[src/rtl/product_accumulator.sv]
// product_accumulator: back end of a MAC. It sums a programmable-length run of
// unsigned products into one wide register. Each finished sum is handed downstream
// on a valid/ready handshake, together with a sticky overflow flag.
//
// Ports:
//   clk_i, rst_ni          clock, asynchronous active-low reset
//   start_i, len_i         begin a run of len_i products (sampled in idle only)
//   product_i              unsigned product from the multiplier
//   product_valid_i        product_i valid
//   product_ready_o        product accepted (decoded from state only)
//   acc_o, overflow_o      registered sum and sticky carry-out flag
//   acc_valid_o            acc_o holds a completed run
//   acc_ready_i            downstream takes acc_o
//   busy_o                 run in progress or result pending
module product_accumulator #(
  parameter int unsigned PROD_W = 16,
  parameter int unsigned ACC_W  = 24,
  parameter int unsigned CNT_W  = 8
) (
  input  logic              clk_i,
  input  logic              rst_ni,
  input  logic              start_i,
  input  logic [CNT_W-1:0]  len_i,
  input  logic [PROD_W-1:0] product_i,
  input  logic              product_valid_i,
  output logic              product_ready_o,
  output logic [ACC_W-1:0]  acc_o,
  output logic              acc_valid_o,
  input  logic              acc_ready_i,
  output logic              overflow_o,
  output logic              busy_o
);

  localparam int unsigned SumW = ACC_W + 1;

  typedef enum logic [1:0] {StIdle, StAccum, StDone} state_e;

  state_e           state_q, state_d;
  logic [ACC_W-1:0] acc_q, acc_d;
  logic [CNT_W-1:0] cnt_q, cnt_d;
  logic [CNT_W-1:0] len_q, len_d;
  logic             ovf_q, ovf_d;
  logic [SumW-1:0]  sum;

  // One bit wider than the accumulator so the carry out is visible.
  assign sum = {1'b0, acc_q} + SumW'(product_i);

  always_comb begin
    state_d = state_q;
    acc_d   = acc_q;
    cnt_d   = cnt_q;
    len_d   = len_q;
    ovf_d   = ovf_q;
    unique case (state_q)
      StIdle: begin
        if (start_i) begin
          acc_d = '0;
          ovf_d = 1'b0;
          cnt_d = '0;
          if (len_i == '0) begin
            // An empty run goes straight to a zero result.
            state_d = StDone;
          end else begin
            len_d   = len_i;
            state_d = StAccum;
          end
        end
      end
      StAccum: begin
        if (product_valid_i) begin
          acc_d = sum[ACC_W-1:0];
          ovf_d = ovf_q | sum[ACC_W];
          cnt_d = cnt_q + CNT_W'(1);
          if (cnt_q == len_q - CNT_W'(1)) begin
            state_d = StDone;
          end
        end
      end
      StDone: begin
        if (acc_ready_i) begin
          state_d = StIdle;
        end
      end
      default: state_d = StIdle;
    endcase
  end

  always_ff @(posedge clk_i or negedge rst_ni) begin
    if (!rst_ni) begin
      state_q <= StIdle;
      acc_q   <= '0;
      cnt_q   <= '0;
      len_q   <= '0;
      ovf_q   <= 1'b0;
    end else begin
      state_q <= state_d;
      acc_q   <= acc_d;
      cnt_q   <= cnt_d;
      len_q   <= len_d;
      ovf_q   <= ovf_d;
    end
  end

  assign product_ready_o = (state_q == StAccum);
  assign acc_valid_o     = (state_q == StDone);
  assign busy_o          = (state_q == StAccum) || (state_q == StDone);
  assign acc_o           = acc_q;
  assign overflow_o      = ovf_q;

endmodule
[config.mk]
export PLATFORM = sky130hd
export DESIGN_NAME = product_accumulator
export DESIGN_NICKNAME = d
export VERILOG_FILES = /design/src/rtl/product_accumulator.sv
export SDC_FILE = /design/constraint.sdc
export NUM_CORES = 1
export LEC_CHECK = 0
export BUFFER_PORTS_ARGS = -buffer_cell sky130_fd_sc_hd__buf_2
export CORE_AREA = 4 4 69 87
export DETAILED_ROUTE_END_ITERATION = 8
export DIE_AREA = 0 0 73 91
export GPL_ROUTABILITY_DRIVEN = 0
export PLACE_DENSITY = 0.84
export SKIP_LAST_GASP = 1
export SYNTH_ARGS = -nofsm -noshare
export SYNTH_HDL_FRONTEND = slang
export SYNTH_SLANG_ARGS = --single-unit
[constraint.sdc]
create_clock -name clk_i -period 6.3 [get_ports clk_i]
set_input_delay 0.63 -clock clk_i [delete_from_list [all_inputs] [get_ports clk_i]]
set_output_delay 0.63 -clock clk_i [all_outputs]
set_load 0.005 [all_outputs]
==> metrics.md, run 1 <==
| Metric | Value |
|---|---|
| CTS sink cnt | `43` |
| Synth Net Count | `399` |
| Area after DPL | `0.00336 mm^2` |
| H-tree levels | `2` |
| Post-Syn Area | `between 0.003 and 0.004 mm^2` |
| Async set-reset flop share out of synthesis | `1.00` |
| Clk network pwr share | `0.121` |
| Overall Global Routing Usage | `0.228` |
| Layout Nets | `about 450` |
| Effective utilization at floorplan | `0.596` |
| FF-to-FF setup slack | `3.63 ns` |
| Final core occ | `0.674` |
| Setup TNS | `0 ns` |
| Antenna Nets Post-Route | `0` |
| VDD IR max | `roughly 220 uV` |
| Pwr per Cell Area | `421 mW/mm^2` |
| Pre-antenna DRT Iters | `4` |
| Layout cells sized above 1 | `0.187` |
| Core outline area | `between 0.005 and 0.006 mm^2` |
| Post-synthesis sequential area ratio | `0.353` |
| Hold Path Class | `input pin to asynchronous set/reset pin` |
| CTS clk-pin slew, worst paths | `0.08 ns` |
| CP required | `6.52 ns` |
| Layout fillers | `431` |
| Final setup violation count | `0` |
| CTS Hold Buffers Added | `0` |
| CP Buf/Inv Count | `1` |
| DP Worst Slack | `3.40 ns` |
| Setup ws final | `between 3 and 4 ns` |
| Post-synthesis cell type count | `53` |
| Number of flops mapped to enable cells by yosys | `0` |
| Die Ht | `a little over 90 um` |
| Post-route cell area | `between 0.003 and 0.004 mm^2` |
| Kind of end point of the critical path | `register` |
| Post-DR wirelength/cell | `between 15 and 20 um` |
| Max-cap violations | `0` |
| DR vias/cell | `6.06` |
| I/O Buffers | `56` |
| Vias | `~2.8k` |
| Row cnt | `29` |
| Die X | `between 70 and 80 um` |
| Yosys warning total | `0` |
| TritonCTS buffer count | `5` |
| Seq pwr share | `0.324` |
| Pleak | `1.67 nW` |
| Initial drt markers | `around 140` |
| Sw frac | `0.459` |
| Synth Register Bits | `43` |
| Global-route wire length before repair | `12,300 um` |
| Final Hold Viols | `0` |
| Post-Syn Instances | `approximately 350` |
| CP max stage delay | `approximately 0.57 ns` |
| Clk Latency, worst-skew pair | `roughly 0.30 ns` |
| Overflow after GRT | `0` |
| Actual slew at the worst max-slew pin | `~0.97 ns` |
| CP max FO | `23` |
| Syn-to-layout area delta | `13.0%` |
| Root Driver | `clkbuf_8` |
| Largest net degree at the start of global routing | `44` |
| Final critical-path share of the clock period | `0.424` |
| Wirelength, routed | `roughly 7300 um` |
| Num ports | `57` |
| Crit Path Class | `register to register` |
| Initial antenna violation count | `0` |
| Status | `finished clean` |
| CP Cell Sequence | `inv_1 -> ha_1 -> nor2_1 -> or3_4 -> or4_1 -> nor3_2 -> o21ba_1 -> mux2i_1` |
| Crit path max-delay family | `simple AND/OR/NAND/NOR gates` |
| F_max | `between 300 and 400 MHz` |
| Fin. max-slew vios | `0` |
| N_diodes | `0` |
| Startpoint class of the critical path | `register` |
| Logic gate share of total power | `0.555` |
| # DRC | `0` |
| RSZ-0062 raised after global routing | `no` |
| Tmin final | `2.67 ns` |
| Worst path slowest cell | `or4_1` |
| Synthesized area per cell | `about 8.8 um^2` |
| Post-CTS Setup Bufs | `0` |
| Final clock skew | `slightly above 0.005 ns` |
| TritonCTS clock tree | `done` |
| CTS max path bufs | `2` |
| Via count of the first global-routing pass | `between 2k and 3k` |
| Dominant synthesized flop cell | `dfrtp_1` |
| NetSw | `~0.67 mW` |
| CP Data Arrival Time | `roughly 2.9 ns` |
| CTS resizes | `0` |
| Int Power | `between 0.7 and 0.8 mW` |
| DIE AREA | `0.00664 mm^2` |
| Worst slew margin | `0.356` |
| Final hold slack | `around 0.48 ns` |
| Hpwl dp | `5420 um` |
==> final timing paths <==
check                      startpoint         to  depth (start not counted)
hold reg to reg              acc_o[5]   acc_o[5]                          2
max in group asynchronous      rst_ni  acc_o[11]                          1
hold / removal                 rst_ni   len_q[5]                          1
min in group clk_i           acc_o[5]   acc_o[5]                          2
setup / recovery           state_q[1]  acc_o[20]                          8
setup reg to reg           state_q[1]  acc_o[20]                          8
==> metrics by stage <==
step | instances | power, mW
after floorplan | 348 | 1.05
after global placement | 456 | 1.25
after CTS | 464 | 1.46
after global routing | 464 | 1.58
final | 464 | 1.45
after detailed placement | 456 | 1.27
==> layout make-up <==
class	count	area (um^2)	share of cell area
clock inverter	2	12.5	0.00363
inverter	11	41.3	0.0120
tap	62	77.6	0.0225
multi-input combinational	284	1890	0.548
timing repair buffer	56	280	0.0812
clock buffer	6	72.6	0.0210
sequential	43	1080	0.312
==> kinds of logic after synthesis <==
family / count (synthesis) / synth area share
compound gates: 89 / 0.185
xor+xnor: 26 / 0.0746
fa+ha+maj: 22 / 0.0927
buf+inv: 21 / 0.0283
flops: 43 / 0.353
mux: 13 / 0.0451
simple gates: 134 / 0.222
==> synth_stat cells, types with 3 or more instances <==
cell type,n,share of area
a211o_1,3,0.0086
mux2_2,6,0.022
nand2b_1,8,0.016
nand3_1,11,0.018
a211oi_1,4,0.0098
nor4_1,4,0.0082
inv_1,11,0.014
or4_1,5,0.012
a31oi_1,4,0.0082
mux2i_1,7,0.023
a21oi_1,22,0.036
o21ai_0,27,0.044
nor3_1,11,0.018
xnor2_1,13,0.037
and2_1,3,0.0062
nand2_1,45,0.055
nor2_1,23,0.028
dfrtp_1,43,0.35
a21o_1,6,0.015
nand4_1,7,0.014
ha_1,21,0.086
a22o_1,4,0.011
clkbuf_1,9,0.011
and3_1,3,0.0062
xor2_1,13,0.037
==> per-layer routing <==
layer,global-route usage,up-vias,part of all wire
met1,0.274,1335,0.41
met4,0.120,0,0.043
li1,-,1369,-
met5,0,-,0
met3,0.0287,24,0.044
met2,0.389,84,0.50
==> sequential cells by signal, indices dropped and copies added (netlist names) <==
name        count
overflow_o      1
cnt_q           8
len_q           8
acc_o          24
state_q         2
==> power groups by stage <==
| stage | clock network [mW] | logic [mW] | registers [mW] |
|---|---|---|---|
| final | 0.176 | 0.807 | 0.471 |
| after floorplan | 0 | 0.600 | 0.454 |
| after global routing | 0.190 | 0.909 | 0.485 |
| after detailed placement | 0 | 0.797 | 0.474 |
| after CTS | 0.181 | 0.807 | 0.469 |
| after global placement | 0 | 0.779 | 0.468 |
==> cells in the final DEF (no fill, tap or decap), drive strengths merged, types with 2 or more instances in the layout <==
cell type,count
and3,4
mux2,6
a21o,6
or4,5
a21oi,22
buf,56
a22o,4
a41oi,2
a211o,3
o31ai,2
xnor2,13
o21bai,2
inv,11
nand3,11
a31oi,4
xor2,13
a32oi,2
and4,2
clkbuf,6
nor2,23
or2,3
nor4,4
nand2b,8
ha,21
a211oi,4
mux2i,7
o21a,2
nor3,12
nor2b,2
nand2,45
dfrtp,43
nand4,7
o21ai,27
and2,3
==> worst register-to-register path, delay by kind of cell, from the launching register on <==
| family | cells | cell delay (ns) |
|---|---|---|
| compound gates | 1 | 0.17 |
| fa+ha+maj | 1 | 0.39 |
| buf+inv | 1 | 0.10 |
| flops | 1 | 0.39 |
| mux | 1 | 0.18 |
| simple gates | 4 | 1.39 |
Note: power is estimated with default switching activity, not from simulation.
==> run 2, diff against run 1 <==
--- a/config.mk
+++ b/config.mk
@@ -6,11 +6,11 @@
 export NUM_CORES = 1
 export LEC_CHECK = 0
 export BUFFER_PORTS_ARGS = -buffer_cell sky130_fd_sc_hd__buf_2
-export CORE_AREA = 4 4 69 87
+export CORE_AREA = 4 4 75 94
 export DETAILED_ROUTE_END_ITERATION = 8
-export DIE_AREA = 0 0 73 91
+export DIE_AREA = 0 0 79 98
 export GPL_ROUTABILITY_DRIVEN = 0
-export PLACE_DENSITY = 0.84
+export PLACE_DENSITY = 0.75
 export SKIP_LAST_GASP = 1
 export SYNTH_ARGS = -nofsm -noshare
 export SYNTH_HDL_FRONTEND = slang
==> constraint.sdc (replaced) <==
create_clock -name clk_i -period 2.3 [get_ports clk_i]
set_input_delay 0.23 -clock clk_i [delete_from_list [all_inputs] [get_ports clk_i]]
set_output_delay 0.23 -clock clk_i [all_outputs]
set_load 0.005 [all_outputs]
==> run 2 against run 1 <==
  * Global-route usage down 2.3 points
  * Fmax up 17%
  * Count of clock-buffer cells in the layout down 1
  * Hold slack worse by 0.32 ns
  * Non-clock buffer count up 29
  * Clock power rose to 2.7 times the previous value
  * Die area up 17%
  * Via count up 5.0%
  * Setup slack worse by 3.6 ns
  * Sequential cell count unchanged
  * Combinational power rose to 3.2 times the previous value
  * Final area up 9.2%
==> metrics.md, run 2 (synthesis results as in run 1) <==
| Metric | Value |
|---|---|
| Cells after DPL | `504 (was 456)` |
| Setup ws final | `0.00685 ns (was 3.63 ns)` |
| Worst slew margin | `0.565 (was 0.356)` |
| Layout fillers | `573 (was 431)` |
| N_diodes | `0 (unchanged)` |
| CP Launch Point | `state_q[0] (was state_q[1])` |
| F_max | `436 MHz (was 374 MHz)` |
| Wirelength, routed | `7750 um (was 7300 um)` |
| Post-DR wirelength/cell | `15.1 um (was 15.7 um)` |
| Tmin final | `2.29 ns (was 2.67 ns)` |
| Initial drt markers | `143 (unchanged)` |
| Pre-antenna DRT Iters | `4 (unchanged)` |
| Cell count of the worst reg-to-reg path | `8 (unchanged)` |
| Fin cells | `515 (was 464)` |
| Total chip power | `4.36 mW (was 1.45 mW)` |
| TritonCTS clock tree | `done (unchanged)` |
| DR vias/cell | `5.73 (was 6.06)` |
| Final clock skew | `0.0102 ns (was 0.00510 ns)` |
| FF-to-FF setup slack | `0.007 ns (was 3.63 ns)` |
| Area after DPL | `0.00359 mm^2 (was 0.00336 mm^2)` |
| Syn-to-layout area delta | `23.5% (was 13.0%)` |
| Final setup violation count | `0 (unchanged)` |
| Clk Latency, worst-skew pair | `0.30 ns (about the same)` |
| H-tree levels | `2 (unchanged)` |
| Vias | `2,953 (was 2,812)` |
| Actual slew at the worst max-slew pin | `0.646 ns (was 0.965 ns)` |
| Num ports | `57 (unchanged)` |
| Largest net degree at the start of global routing | `23 (was 44)` |
| CP Data Arrival Time | `2.51 ns (was 2.90 ns)` |
| RR Endpoint | `acc_o[20] (unchanged)` |
| I/O Buffers | `56 (unchanged)` |
| Via count of the first global-routing pass | `2,869 (was 2,779)` |
| Root Driver | `clkbuf_8 (unchanged)` |
| VDD IR max | `630 uV (was 215 uV)` |
| Core outline area | `0.00617 mm^2 (was 0.00512 mm^2)` |
| Max-cap violations | `0 (unchanged)` |
| Hold Path Class | `input pin to register (was input pin to asynchronous set/reset pin)` |
| CTS max path bufs | `2 (unchanged)` |
| Final Hold Viols | `0 (unchanged)` |
| TritonCTS buffer count | `5 (unchanged)` |
| Die Ht | `98 um (was 91 um)` |
| Fin. max-slew vios | `0 (unchanged)` |
| RSZ-0062 raised after global routing | `yes (was no)` |
| CTS clk-pin slew, worst paths | `0.09 ns (was 0.08 ns)` |
| Crit path capture | `acc_o[20] (unchanged)` |
| Register area | `0.00108 mm^2 (unchanged)` |
| Crit Path Class | `register to register (unchanged)` |
| Antenna Nets Post-Route | `0 (unchanged)` |
| Commonest non-fill, non-tap cell in the layout | `buf_2 (unchanged)` |
| CTS sink cnt | `43 (unchanged)` |
| CP max FO | `4 (was 23)` |
| DP Worst Slack | `-0.102 ns (was 3.40 ns)` |
| Row cnt | `32 (was 29)` |
| Layout cells sized above 1 | `0.270 (was 0.187)` |
| Pleak | `1.82 nW (was 1.67 nW)` |
| Max reg flops | `24 (unchanged)` |
| Hpwl dp | `6010 um (was 5420 um)` |
| Initial antenna violation count | `0 (unchanged)` |
| Final core occ | `0.611 (was 0.674)` |
| CP required | `2.52 ns (was 6.52 ns)` |
| Area of the multi-input gates | `0.00196 mm^2 (was 0.00189 mm^2)` |
| Overall Global Routing Usage | `0.206 (was 0.228)` |
| Pwr per Cell Area | `1160 mW/mm^2 (was 421 mW/mm^2)` |
| Post-route cell area | `0.00377 mm^2 (was 0.00345 mm^2)` |
| # DRC | `0 (unchanged)` |
| Most frequent cells in the layout | `buf_2, nand2_1, dfrtp_1, buf_4, o21ai_0 (was buf_2, nand2_1, dfrtp_1, o21ai_0, nor2_1)` |
| Startpoint class of the critical path | `register (unchanged)` |
| DIE AREA | `0.00774 mm^2 (was 0.00664 mm^2)` |
| Status | `finished clean (unchanged)` |
| Global-route wire length before repair | `12,900 um (was 12,300 um)` |
| Reg2reg start | `state_q[0] (was state_q[1])` |
| Kind of end point of the critical path | `register (unchanged)` |
| Layout Nets | `481 (was 452)` |
| Final critical-path share of the clock period | `0.997 (was 0.424)` |
| Overflow after GRT | `0 (unchanged)` |
| Die X | `79 um (was 73 um)` |
| Effective utilization at floorplan | `0.495 (was 0.596)` |
run 2: cell count changes in the layout (fill, tap and decap cells not counted), moves of 3 or more:
cell,change
ha_1,-3
o21ai_0,-3
o21ai_1,+3
buf_4,+28
run 2: per-layer routing:
metal | share of wire | wire length [um] | GRT usage
met1 | 0.42 | 3270 | 0.257
met2 | 0.50 | 3850 | 0.349
met3 | 0.054 | 417 | 0.0378
met4 | 0.028 | 215 | 0.0794
met5 | 0 | 0 | 0
run 2: through the flow:
stage          hold slack (ns)  TNS [ns]
2_1_floorplan          -0.0656  -0.00129
3_3_place_gp             0.140   -0.0326
3_5_place_dp             0.143    -0.147
4_1_cts                  0.158   -0.0107
5_1_grt                  0.173    -0.208
6_report                 0.158         0
run 2: how the worst min path moves through the flow:
stage	endpoint	slack (ns)	from	cells after the start
final	len_q[0]	0.16	len_i[0]	3
after global routing	len_q[3]	0.17	len_i[3]	2
after CTS	len_q[0]	0.16	len_i[0]	3
after detailed placement	acc_o[23]	0.14	rst_ni	1
after global placement	acc_o[23]	0.14	rst_ni	1
after floorplan	acc_o[0]	-0.07	rst_ni	0
run 2: power breakdown:
group / total, mW / switching [mW] / internal (mW) / leakage [nW]
Combinational: 2.58 / 1.39 / 1.19 / 1.21
Clock: 0.480 / 0.272 / 0.208 / 0.0440
Sequential: 1.30 / 0.289 / 1.01 / 0.565
Total: 4.36 / 1.95 / 2.41 / 1.82
run 2: repair_timing:
action	CTS	global route
setup buffers	2	1
pin swaps	4	9
hold buffers	1	0
endpoints found under the hold margin	11	0
gates resized for setup	10	9
endpoints found under the setup margin	3	10
run 2: worst max-delay path, cell delays in order, from the launching register on:
cell and delay, ns:
dfrtp_1 0.42, inv_2 0.07, ha_4 0.16, nor2b_4 0.13
or3_4 0.37, or4_4 0.55, nor3_4 0.18, o21ba_4 0.16
mux2i_1 0.17
run 2: area by class of cell:
| class | count | share of cell area |
|---|---|---|
| Tap cell | 85 | 0.0282 |
| Clock inverter | 2 | 0.00365 |
| Inverter | 11 | 0.0110 |
| Timing Repair Buffer | 85 | 0.133 |
| Sequential cell | 43 | 0.286 |
| Multi-Input combinational cell | 284 | 0.520 |
| Clock buffer | 5 | 0.0183 |
==> run 3, diff against run 2 <==
--- a/config.mk
+++ b/config.mk
@@ -11,6 +11,7 @@
 export DIE_AREA = 0 0 79 98
 export GPL_ROUTABILITY_DRIVEN = 0
 export PLACE_DENSITY = 0.75
+export REMOVE_ABC_BUFFERS = 1
 export SKIP_LAST_GASP = 1
 export SYNTH_ARGS = -nofsm -noshare
 export SYNTH_HDL_FRONTEND = slang
==> run 3 against run 2 <==
  * First-iteration DRC count fell by 12%
  * Via count down 0.17%
  * Setup slack gained 0.012 ns
  * Sequential power hardly changed
  * Die area stayed put
  * Count of clock-buffer cells in the layout up 1
  * Hold slack lost 0.0079 ns
  * Routed wire length rose by 3.8%
  * Non-clock buffer count grew 7
  * Critical path depth unchanged
  * Largest cell class unchanged
==> metrics.md, run 3 (synthesis results as in run 1) <==
| Metric | Value |
|---|---|
| Status | `finished clean (unchanged)` |
| Row cnt | `32 (unchanged)` |
| Tmin final | `2.28 ns (was 2.29 ns)` |
| Final clock skew | `0.00769 ns (was 0.0102 ns)` |
| Initial drt markers | `126 (was 143)` |
| CP Launch Point | `state_q[1] (was state_q[0])` |
| CP Data Arrival Time | `2.49 ns (was 2.51 ns)` |
| H-tree levels | `2 (unchanged)` |
| Largest net degree at the start of global routing | `31 (was 23)` |
| DIE AREA | `0.00774 mm^2 (unchanged)` |
| Int Power | `2.49 mW (was 2.41 mW)` |
| Hold Path Class | `input pin to register (unchanged)` |
| Total chip power | `4.48 mW (was 4.36 mW)` |
| Via count of the first global-routing pass | `2,912 (was 2,869)` |
| Worst slew margin | `0.612 (was 0.565)` |
| Overall Global Routing Usage | `0.211 (was 0.206)` |
| Final hold slack | `0.150 ns (was 0.158 ns)` |
| Crit Path Class | `register to register (unchanged)` |
| Final Hold Viols | `0 (unchanged)` |
| Wirelength, routed | `8050 um (was 7750 um)` |
| Die X | `79 um (unchanged)` |
| CP max FO | `4 (unchanged)` |
| Fin. max-slew vios | `0 (unchanged)` |
| VDD IR max | `513 uV (was 630 uV)` |
| Num ports | `57 (unchanged)` |
| Hold wc startpoint | `len_i[0] (unchanged)` |
| Final critical-path share of the clock period | `0.992 (was 0.997)` |
| Post-DR wirelength/cell | `15.4 um (was 15.1 um)` |
| Seq pwr share | `0.287 (was 0.297)` |
| Sw frac | `0.445 (was 0.447)` |
| NetSw | `1.99 mW (was 1.95 mW)` |
| Hold Path Stages | `3 (unchanged)` |
| Vias | `2,948 (was 2,953)` |
| Hpwl dp | `6050 um (was 6010 um)` |
| TritonCTS buffer count | `5 (unchanged)` |
| Overflow after GRT | `0 (unchanged)` |
| Pwr per Cell Area | `1160 mW/mm^2 (about the same)` |
| Syn-to-layout area delta | `26.9% (was 23.5%)` |
| Pleak | `1.89 nW (was 1.82 nW)` |
| Core outline area | `0.00617 mm^2 (unchanged)` |
| CTS sink cnt | `43 (unchanged)` |
| CP required | `2.51 ns (was 2.52 ns)` |
| Effective utilization at floorplan | `0.495 (unchanged)` |
| # DRC | `0 (unchanged)` |
| Clk Latency, worst-skew pair | `0.30 ns (about the same)` |
| TritonCTS clock tree | `done (unchanged)` |
| CTS clk-pin slew, worst paths | `0.09 ns (about the same)` |
| RSZ-0062 raised after global routing | `yes (unchanged)` |
| Startpoint class of the critical path | `register (unchanged)` |
| Initial antenna violation count | `0 (unchanged)` |
| Kind of end point of the critical path | `register (unchanged)` |
| Logic gate share of total power | `0.604 (was 0.592)` |
| Layout cells sized above 1 | `0.295 (was 0.270)` |
| Reg2reg start | `state_q[1] (was state_q[0])` |
| Commonest non-fill, non-tap cell in the layout | `buf_2 (unchanged)` |
| F_max | `438 MHz (was 436 MHz)` |
| Layout Nets | `488 (was 481)` |
| DR vias/cell | `5.64 (was 5.73)` |
| Most frequent cells in the layout | `buf_2, nand2_1, dfrtp_1, buf_4, o21ai_0 (unchanged)` |
| Global-route wire length before repair | `13,500 um (was 12,900 um)` |
| CTS max path bufs | `2 (unchanged)` |
| N_diodes | `0 (unchanged)` |
| Cell count of the worst reg-to-reg path | `8 (unchanged)` |
| Max-cap violations | `0 (unchanged)` |
| Antenna Nets Post-Route | `0 (unchanged)` |
| Max reg flops | `24 (unchanged)` |
| Clk network pwr share | `0.109 (was 0.110)` |
| Root Driver | `clkbuf_8 (unchanged)` |
| Final setup violation count | `0 (unchanged)` |
| Pre-antenna DRT Iters | `5 (was 4)` |
| Actual slew at the worst max-slew pin | `0.576 ns (was 0.646 ns)` |
| Die Ht | `98 um (unchanged)` |
| I/O Buffers | `56 (unchanged)` |
run 3: cell type report:
cell class | count | area, um^2
Clock buffer | 6 | 72.6
Clock inverter | 2 | 12.5
Fill cell | 565 | 2290
Inverter | 11 | 41.3
Multi-Input combinational cell | 284 | 2000
Sequential cell | 43 | 1080
Tap cell | 85 | 106
Timing Repair Buffer | 92 | 561
run 3: what timing repair did:
item / CTS / global route
endpoints found under the setup margin: 7 / 11
endpoints found under the hold margin: 13 / 0
pin swaps: 14 / 13
setup buffers: 7 / 1
cloned: 0 / 0
gates resized for setup: 17 / 11
hold buffers: 1 / 0
run 3: power by group through the flow:
stage / logic (mW) / registers (mW) / clock network (mW)
after global routing: 3.00 / 1.33 / 0.532
after global placement: 2.42 / 1.27 / 0
after CTS: 2.63 / 1.28 / 0.503
final: 2.71 / 1.29 / 0.489
after detailed placement: 2.49 / 1.29 / 0
after floorplan: 1.60 / 1.25 / 0
run 3: stage by stage:
stage | worst slack [ns] | utilization | cell area, um^2 | instances | setup TNS, ns
2_1_floorplan | -0.0758 | - | 3010 | 338 | -0.109
3_3_place_gp | -0.0503 | 0.584 | 3600 | 507 | -0.0530
3_5_place_dp | -0.109 | 0.584 | 3600 | 507 | -0.276
4_1_cts | -0.0801 | 0.618 | 3810 | 522 | -0.107
5_1_grt | -0.102 | 0.628 | 3870 | 523 | -0.327
6_report | 0.0192 | 0.628 | 3870 | 523 | 0
run 3: worst paths after layout:
kind	to	slack (ns)
hold reg to reg	acc_o[5]	0.51
setup reg to reg	acc_o[20]	0.02
setup / recovery	acc_o[20]	0.02
max in group asynchronous	cnt_q[4]	1.20
hold / removal	len_q[0]	0.15
min in group asynchronous	acc_o[10]	0.38
run 3: worst max-delay path: stages, from the launching register on:
cell,delay [ns]
dfrtp_1,0.37
inv_2,0.08
ha_4,0.17
nor2b_4,0.14
or3_4,0.39
or4_4,0.53
nor3_4,0.16
o21ba_1,0.15
mux2i_1,0.21
run 3: layer usage:
| layer | wire length (um) | GRT usage | vias up |
|---|---|---|---|
| li1 | - | - | 1450 |
| met1 | 3370 | 0.258 | 1383 |
| met2 | 4140 | 0.374 | 96 |
| met3 | 370 | 0.0332 | 19 |
| met4 | 163 | 0.0675 | 0 |
| met5 | 0 | 0 | - |
